### src/rtl/palette_arbiter.sv
// Round-robin arbiter sharing one palette ROM across N_REQ requesters; response one cycle after grant.
// Latency: 1 cycle grant->rsp; no backpressure on responses. Optional macro: PALETTE_ARB_RANGE_CHECK_EN.
module palette_arbiter #(
    parameter int N_REQ     = 4,
    parameter int AW        = 5,
    parameter int DW        = 24,
    parameter int PAL_DEPTH = 23,
    localparam int IW       = $clog2(N_REQ)
) (
    input  logic              Clk,
    input  logic              Reset_n,
    input  logic [N_REQ-1:0]    req_valid,
    input  logic [N_REQ*AW-1:0] req_addr,
    output logic [N_REQ-1:0]    req_ready,
    output logic [AW-1:0]       pal_rd_addr,
    input  logic [DW-1:0]       pal_data,
    output logic                rsp_valid,
    output logic [IW-1:0]       rsp_id,
    output logic [DW-1:0]       rsp_data,
    output logic                rsp_err
);

    logic [IW-1:0]    rr_ptr;
    logic [IW-1:0]    win;
    logic             found;
    logic [N_REQ-1:0] grant;
    logic [AW-1:0]    win_addr;
    logic [AW-1:0]    rd_addr_next;
    logic [AW-1:0]    addr_q;
    logic             oob;
    logic             err_q;

    // Search from rr_ptr upward, wrapping; first valid requester wins.
    always_comb begin
        grant = '0;
        win   = '0;
        found = 1'b0;
        for (int k = 0; k < N_REQ; k++) begin
            int idx;
            idx = int'(rr_ptr) + k;
            if (idx >= N_REQ) idx = idx - N_REQ;
            if (!found && req_valid[idx]) begin
                found = 1'b1;
                win   = IW'(idx);
            end
        end
        if (!Reset_n) found = 1'b0;
        if (found) grant[win] = 1'b1;
    end

    assign req_ready = grant;
    assign win_addr  = req_addr[win*AW +: AW];

`ifdef PALETTE_ARB_RANGE_CHECK_EN
    localparam logic [AW:0] DEPTH_W = (AW+1)'(PAL_DEPTH);
    assign oob          = found && ({1'b0, win_addr} >= DEPTH_W);
    // Out-of-range lookups read entry 0 and the colour is forced to black.
    assign rd_addr_next = oob ? '0 : win_addr;
    assign rsp_data     = err_q ? '0 : pal_data;
`else
    assign oob          = 1'b0;
    assign rd_addr_next = win_addr;
    assign rsp_data     = pal_data;
`endif

    // Hold the last address on idle cycles so the ROM input does not toggle.
    assign pal_rd_addr = found ? rd_addr_next : addr_q;
    assign rsp_err     = err_q;

    always_ff @(posedge Clk or negedge Reset_n) begin
        if (!Reset_n) begin
            rr_ptr    <= '0;
            addr_q    <= '0;
            rsp_valid <= 1'b0;
            rsp_id    <= '0;
            err_q     <= 1'b0;
        end else begin
            rsp_valid <= found;
            err_q     <= oob;
            if (found) begin
                rr_ptr <= (win == IW'(N_REQ-1)) ? '0 : win + 1'b1;
                rsp_id <= win;
                addr_q <= rd_addr_next;
            end
        end
    end

endmodule
### config.mk
export PLATFORM = sky130hd
export DESIGN_NAME = palette_arbiter
export DESIGN_NICKNAME = d
export VERILOG_FILES = /design/src/rtl/palette_arbiter.sv
export SDC_FILE = /design/constraint.sdc
export NUM_CORES = 1
export LEC_CHECK = 0
export CORE_ASPECT_RATIO = 2
export CORE_MARGIN = 4
export CORE_UTILIZATION = 34
export CTS_CLUSTER_SIZE = 30
export DETAILED_ROUTE_END_ITERATION = 8
export HOLD_SLACK_MARGIN = 0.1
export PLACE_DENSITY = 0.84
export SLEW_MARGIN = 20
export SYNTH_ARGS = -nofsm -noshare
export SYNTH_HDL_FRONTEND = slang
export SYNTH_SLANG_ARGS = --single-unit
### constraint.sdc
create_clock -name Clk -period 4.2 [get_ports Clk]
set_input_delay 0.42 -clock Clk [delete_from_list [all_inputs] [get_ports Clk]]
set_output_delay 0.42 -clock Clk [all_outputs]
set_load 0.01 [all_outputs]
==> results of run 1 <==
==> stage by stage <==
stage,instance area [µm²],hold slack [ps]
after global routing,1270,499
after CTS,1270,480
after detailed placement,1230,468
final,1270,478
after floorplan,1020,124
after global placement,1230,457
==> worst min-delay path, cell delays in order (launching register included) <==
cell and delay, ps:
dfrtp_1 330, nand2_1 50, nand2_1 60
==> where the power goes <==
part	total, mW	internal (mW)	switching, mW
logic	0.346	0.173	0.173
registers	0.166	0.133	0.0332
clock network	0.0970	0.0625	0.0345
==> final cells by class <==
cell class                 instances  area share
sequential                        10       0.197
multi-input combinational         71       0.434
inverter                           3     0.00888
clock buffer                       3      0.0326
timing repair buffer              38       0.298
tap                               29      0.0286
==> state kept, by name, summed over array words and instances (netlist names) <==
signal,count
rr_ptr,2
rsp_id,2
rsp_valid,1
addr_q,5
==> worst max-delay path by stage <==
stage	to	depth (start not counted)
2_1_floorplan	req_ready[1]	7
3_3_place_gp	pal_rd_addr[2]	7
3_5_place_dp	pal_rd_addr[1]	7
4_1_cts	pal_rd_addr[1]	7
5_1_grt	pal_rd_addr[1]	7
6_report	pal_rd_addr[1]	7
==> metal layers <==
metal | up-vias | GRT usage | part of all wire
met2 | 40 | 0.229 | 0.57
met1 | 396 | 0.118 | 0.32
met4 | 0 | 0.0756 | 0.028
li1 | 393 | - | -
met5 | - | 0 | 0
met3 | 20 | 0.0252 | 0.078
==> synthesized netlist by cell type <==
master     instances  area share
a211o_1            5       0.043
a211oi_1           1      0.0073
a21o_1             1      0.0073
a21oi_1            2      0.0098
a21oi_2            1      0.0086
a221oi_4           1       0.026
a2bb2oi_1          1      0.0086
and2_1             4       0.024
buf_2              3       0.015
buf_4             26        0.19
conb_1             1      0.0037
dfrtp_1           10        0.24
ha_1               4       0.049
inv_2              3       0.011
mux2i_1            6       0.059
nand2_1           15       0.055
nand2_2            1      0.0061
nand2_4            1       0.011
nand2b_1           1      0.0061
nand2b_2           1      0.0086
nand3_1            5       0.024
nand3b_1           2       0.015
nor2_1             1      0.0037
nor2_4             1       0.011
o211ai_2           5       0.061
o21a_1             1      0.0073
o21ai_0            5       0.024
o21ai_1            2      0.0098
o2bb2ai_2          1       0.015
o31ai_1            1      0.0073
o41ai_4            1       0.027
==> kinds of logic (layout without fill, tap and decap cells) <==
kind of cell               Yosys count  count (layout)  synth area share
DFF                                 10              10             0.245
and+or+nand+nor                     32              32             0.165
muxes                                6               6            0.0588
buffers and inverters               32              44             0.217
adders and majority gates            4               4            0.0490
AOI/OAI and AO/OA                   28              28             0.262
other                                1               1           0.00367
==> flow_summary.ini, run 1 <==
[run_status]
status = completed

[die]
die_area_um2 = 4000
fp-row-count = 27
core-area_um2 = 2800
fp.dieW_um = 46.8
die_y_um = 85.5
initial_core_util = 0.365
ios = 87

[min_path]
holdPathEnd = rsp_id[1]$_DFFE_PN0P_
hold_depth = 2
min_from = rsp_id[1]$_DFFE_PN0P_
hold_path.class = flop to flop

[worst_setup_path]
timing.rr.start = rr_ptr[0]$_DFFE_PN0P_
crit_buf_inv = 2
critPathCaptureType = primary output
rrSetupSlack_ps = 2370
crit_path_top_delay_cell = clkdlybuf4s50_1
worst_ep_required_time_ps = 3780
crit-reg2reg-capture = rr_ptr[1]$_DFFE_PN0P_
crit_path_max_fanout = 9
cpMostUsedCell = clkdlybuf4s50_1
critical_path.startpoint = req_valid[3]
crit_path_start_kind = primary input
crit_family = buffers and inverters
critical_path.cell_chain = clkdlybuf4s50_1 -> nand2b_2 -> nand2_2 -> a221oi_4 -> nand2_4 -> o211ai_2 -> clkdlybuf4s50_1
slowest_delay_ps = 670
arrival_ps = 2920
r2r_cells = 6
crit_type = primary input to primary output

[clock_tree]
post_cts_buffers = 0
clock_latency_ps = 230
cts_tree = yes
h-tree-depth = 1
clockRootBuffer = clkbuf_8
post_cts_resized = 0
cts_buffers = 3
ctsHoldBuffers = 0
clkTransAtPathRegs_ps = 50
cts.path.max_buffers = 2
cts.sink_count = 10

[power_and_ir_drop]
power_per_cell_area_nw_per_um2 = 481
ir_drop_mv = 0.270
p_leak_nw = 0.537
p_total_mw = 0.610

[finish]
seq_area_um2 = 250
final_common_cell = clkdlybuf4s50_1
final_cell_mix = clkdlybuf4s50_1, nand2_1, dfrtp_1, mux2i_1
diodes = 0
fin_cells = 154
n_fill_cell = 289
area_growth_pct = 24.0
multi_input_area_um2 = 551
final_core_utilization = 0.452
drive_above_1_share = 0.160
layout.nets = 181

[sta]
rsz0062_at_grt = false
hold_viol_final = 0
max-slew-margin-rel = 0.409
fin_crit_sh = 0.796
finalSetupViolCount = 0
final.setup.tns_ps = 0
timing.final.ws_setup_ps = 855
fin_crit_ps = 3340
tightest_slew_ps = 884
max_freq_ghz = 0.299
slew_viol_final = 0
skew_ps = 2.34

[yosys]
synth_area_um2 = 1020
yosys_register_bits = 10
syn-num-nets = 167
ys_warn_count = 0
ys_seq_area_frac = 0.245
synth.avg_cell_area_um2 = 9.05
ys_types = 31
synthCells = 113

[routing]
num_vias = 849
firstDrtPassIters = 4
drcViolationCount = 0
wirelength_um = 2440
routed_via_density = 5.51
ant_nets = 0
post_drt_wl_per_cell_um = 15.9
first_iter_violations = 33

[placed_design]
post-place-cells = 151
dp_hpwl_um = 2000
place_congestion = 0.746
io_buffer_count = 37
dp_slack_ps = 883

[global_routing]
grt_max_degree = 18
grt_usage = 0.126
grt_pass1_wl_um = 3860
antenna_found_initial = 0
grt_overflow_total = 0
grt_pass1_vias = 884

[job]
maxCapViolations = 0
Power figures use the tool's default switching activity.
==> run 2, diff against run 1 <==
CORE_UTILIZATION = 29   (was 34)
PLACE_DENSITY = 0.76   (was 0.84)
clock period = 3 ns   (was 4.2 ns; I/O delays follow)
==> flow_summary.ini, run 2 (synthesis gave the netlist of run 1 again) <==
[clock_tree]
ctsHoldBuffers = 0
post_cts_resized = 0
cts_tree = yes
clkTransAtPathRegs_ps = 50
cts.path.max_buffers = 2
post_cts_buffers = 0
clockRootBuffer = clkbuf_8
h-tree-depth = 1
cts_buffers = 3
clock_latency_ps = 240
cts.sink_count = 10

[finish]
final_common_cell = clkdlybuf4s50_1
reg.largest.list = addr_q: 5 flops, rr_ptr: 2 flops, rsp_id: 2 flops
fin_cells = 160
diodes = 0
n_fill_cell = 337
layout.nets = 184
multi_input_area_um2 = 551
final_cell_mix = clkdlybuf4s50_1, nand2_1, dfrtp_1, mux2i_1
area_growth_pct = 26.6
post-route-cell-area_um2 = 1290
drive_above_1_share = 0.180
seq_area_um2 = 250
largest_reg_flops = 5
regMostFlops = addr_q

[sta]
fin_crit_sh = 0.942
final.setup.tns_ps = 0
rsz0062_at_grt = false
hold_viol_final = 0
fin_crit_ps = 2830
skew_ps = 0.568
max_freq_ghz = 0.354
finalSetupViolCount = 0
max-slew-margin-rel = 0.665
slew_viol_final = 0
tightest_slew_ps = 503
whs_ps = 471

[worst_setup_path]
crit_family = buffers and inverters
crit_path_top_delay_cell = clkdlybuf4s50_1
crit_type = primary input to primary output
crit_path_start_kind = primary input
slowest_delay_ps = 590
critPathCaptureType = primary output
worst_ep_required_time_ps = 2700
crit_buf_inv = 2
critical_path.cell_chain = clkdlybuf4s50_1 -> nand2_1 -> o2bb2ai_2 -> o21ai_0 -> a211o_1 -> o211ai_2 -> clkdlybuf4s50_1
cpMostUsedCell = clkdlybuf4s50_1
arrival_ps = 2530
crit_path_max_fanout = 7

[routing]
post_drt_wl_per_cell_um = 15.8
routed_via_density = 5.10
num_vias = 816
first_iter_violations = 33
wirelength_um = 2520
ant_nets = 0
drcViolationCount = 0
firstDrtPassIters = 4

[power_and_ir_drop]
p_leak_nw = 0.552
intPower_mw = 0.518
seq_power_share = 0.271
power_per_cell_area_nw_per_um2 = 664
p_total_mw = 0.859
switching_share = 0.398
power_frac_comb = 0.566
power_switching_mw = 0.342
clkPwrFrac = 0.163
ir_drop_mv = 0.350

[die]
die_area_um2 = 4600
initial_core_util = 0.303
fp-row-count = 30
die_y_um = 92.0
core-area_um2 = 3380
fp.dieW_um = 50.0
ios = 87

[global_routing]
grt_pass1_vias = 916
grt_overflow_total = 0
antenna_found_initial = 0
grtUsageMet2 = 0.217
grt_usage = 0.118
grt_util_met1 = 0.116
grt_pass1_wl_um = 4260
grt_use_met3 = 0.0276
busiest_layer = met2
grt_max_degree = 11

[job]
maxCapViolations = 0

[min_path]
hold_path.class = flop to flop

[placed_design]
placed_cell_area_um2 = 1250
dp_hpwl_um = 2060
io_buffer_count = 37
post-place-cells = 157
place_congestion = 0.825

[run_status]
status = completed
run 2: cell count changes in the layout (fill, tap and decap cells not counted):
cell   delta
buf_4     +3
run 2: metal layers:
metal | wire (µm) | vias up
li1 | - | 397
met1 | 894 | 377
met2 | 1370 | 31
met3 | 197 | 11
met4 | 59 | 0
met5 | 0 | -
run 2: area by class of cell:
| cell class | count | share of cell area |
|---|---|---|
| multi-input combinational | 71 | 0.426 |
| timing repair buffer | 41 | 0.309 |
| sequential | 10 | 0.193 |
| clock buffer | 3 | 0.0319 |
| tap | 32 | 0.0309 |
| inverter | 3 | 0.00870 |
run 2: worst reg2reg max path: cells and delay by family, from the launching register on:
family / cells / cell delay (ps)
flops: 1 / 510
mux: 2 / 480
compound gates: 2 / 350
simple gates: 1 / 320
run 2: power groups by stage:
stage          Combinational [mW]  Clock (mW)  Sequential [mW]
2_1_floorplan               0.344           0            0.216
6_report                    0.487       0.140            0.233
3_3_place_gp                0.481           0            0.230
3_5_place_dp                0.490           0            0.234
4_1_cts                     0.493       0.143            0.231
5_1_grt                     0.534       0.149            0.237
run 2: final timing paths:
| check | cells after the start | slack, ps | to | from |
|---|---|---|---|---|
| max | 7 | 170 | pal_rd_addr[0] | req_valid[2] |
| min | 2 | 470 | addr_q[1]$_DFF_PN0_ | addr_q[1]$_DFF_PN0_ |
| max reg2reg | 5 | 1200 | addr_q[0]$_DFF_PN0_ | rr_ptr[1]$_DFFE_PN0P_ |
| min reg2reg | 2 | 470 | addr_q[1]$_DFF_PN0_ | addr_q[1]$_DFF_PN0_ |
| max in group asynchronous | 2 | 2360 | rsp_valid$_DFF_PN0_ | Reset_n |
| min in group asynchronous | 2 | 490 | rr_ptr[0]$_DFFE_PN0P_ | Reset_n |
run 2: per-stage QoR:
step                       util  setup slack [ps]
after global routing      0.383              15.3
after CTS                 0.383               168
after detailed placement  0.371               179
after global placement    0.371               221
after floorplan               -              1200
final                     0.383               173
==> run 3, diff against run 2 <==
REMOVE_ABC_BUFFERS = 1   (was not set)
==> flow_summary.ini, run 3 (synthesis gave the netlist of run 1 again) <==
[power_and_ir_drop]
clkPwrFrac = 0.160
p_total_mw = 0.871
power_per_cell_area_nw_per_um2 = 665
p_leak_nw = 0.561
intPower_mw = 0.531
power_frac_comb = 0.576
power_switching_mw = 0.340
switching_share = 0.391
ir_drop_mv = 0.426
seq_power_share = 0.264

[clock_tree]
ctsHoldBuffers = 0
clock_latency_ps = 240
h-tree-depth = 1
clkTransAtPathRegs_ps = 40
cts_buffers = 3
clockRootBuffer = clkbuf_8
post_cts_resized = 0
cts.path.max_buffers = 2
post_cts_buffers = 0
cts_tree = yes
cts.sink_count = 10

[finish]
drive_above_1_share = 0.192
largest_reg_flops = 5
multi_input_area_um2 = 551
final_cell_mix = clkdlybuf4s50_1, nand2_1, dfrtp_1, mux2i_1, buf_4
layout.nets = 186
fin_cells = 162
final_common_cell = clkdlybuf4s50_1
post-route-cell-area_um2 = 1310
final_core_utilization = 0.387
reg.largest.list = addr_q: 5 flops, rr_ptr: 2 flops, rsp_id: 2 flops
regMostFlops = addr_q
seq_area_um2 = 250
area_growth_pct = 28.0
diodes = 0
n_fill_cell = 351

[sta]
max_freq_ghz = 0.349
timing.final.ws_setup_ps = 136
hold_viol_final = 0
fin_crit_sh = 0.955
final.setup.tns_ps = 0
skew_ps = 2.16
finalSetupViolCount = 0
rsz0062_at_grt = false
whs_ps = 473
fin_crit_ps = 2860
slew_viol_final = 0

[routing]
drcViolationCount = 0
firstDrtPassIters = 4
post_drt_wl_per_cell_um = 19.2
routed_via_density = 5.47
num_vias = 886
wirelength_um = 3100
ant_nets = 0
first_iter_violations = 26

[placed_design]
io_buffer_count = 37
post-place-cells = 159
dp_slack_ps = 153
placed_cell_area_um2 = 1270
place_congestion = 0.878
dp_hpwl_um = 2510

[global_routing]
grt_overflow_total = 0
grt_pass1_wl_um = 4760
grt_usage = 0.139
grt_max_degree = 11
antenna_found_initial = 0
grt_pass1_vias = 938

[worst_setup_path]
worst_ep_required_time_ps = 2700
crit_path_top_delay_cell = clkdlybuf4s50_1
critical_path.cell_chain = clkdlybuf4s50_1 -> nand2b_2 -> nand2_2 -> a221oi_4 -> nand2_4 -> o211ai_2 -> clkdlybuf4s50_1
cpMostUsedCell = clkdlybuf4s50_1
r2r_cells = 5
worstSetupPathDepth = 7
crit_family = buffers and inverters
crit_buf_inv = 2
critPathCaptureType = primary output
crit_path_start_kind = primary input
arrival_ps = 2560
slowest_delay_ps = 580
crit_path_max_fanout = 7
crit_type = primary input to primary output

[job]
maxCapViolations = 0

[min_path]
hold_path.class = flop to flop
hold_depth = 2

[die]
core-area_um2 = 3380
ios = 87
fp-row-count = 30
die_y_um = 92.0
die_area_um2 = 4600
fp.dieW_um = 50.0
initial_core_util = 0.303

[run_status]
status = completed
run 3: power by group through the flow:
stage | Sequential, mW | Combinational (mW) | Clock [mW]
after global placement | 0.230 | 0.490 | 0
after floorplan | 0.228 | 0.287 | 0
after detailed placement | 0.232 | 0.502 | 0
after global routing | 0.241 | 0.545 | 0.152
after CTS | 0.230 | 0.505 | 0.142
final | 0.230 | 0.501 | 0.139
run 3: layout make-up:
class / count / area share
clock buffer: 3 / 0.0315
tap: 32 / 0.0306
timing repair buffer: 43 / 0.317
sequential: 10 / 0.191
inverter: 3 / 0.00860
multi-input combinational: 71 / 0.421
run 3: final timing paths:
check / start / endpoint / slack (ps)
setup / recovery: req_valid[3] / pal_rd_addr[2] / 140
hold / removal: addr_q[4]$_DFF_PN0_ / addr_q[4]$_DFF_PN0_ / 470
setup reg to reg: rr_ptr[0]$_DFFE_PN0P_ / addr_q[2]$_DFF_PN0_ / 1250
hold reg to reg: addr_q[4]$_DFF_PN0_ / addr_q[4]$_DFF_PN0_ / 470
max in group asynchronous: Reset_n / rsp_valid$_DFF_PN0_ / 2370
min in group asynchronous: Reset_n / addr_q[1]$_DFF_PN0_ / 480
run 3: worst min-delay path, cell delays in order (launching register included):
cell and delay [ps]:
dfrtp_1 310, nand2_1 60, o211ai_2 60
run 3: layer usage:
layer | GRT usage | vias up | part of all wire
met1 | 0.161 | 416 | 0.40
met3 | 0.0797 | 6 | 0.12
met5 | 0.0128 | - | 0
li1 | - | 403 | -
met4 | 0.0647 | 0 | 0.020
met2 | 0.201 | 61 | 0.45
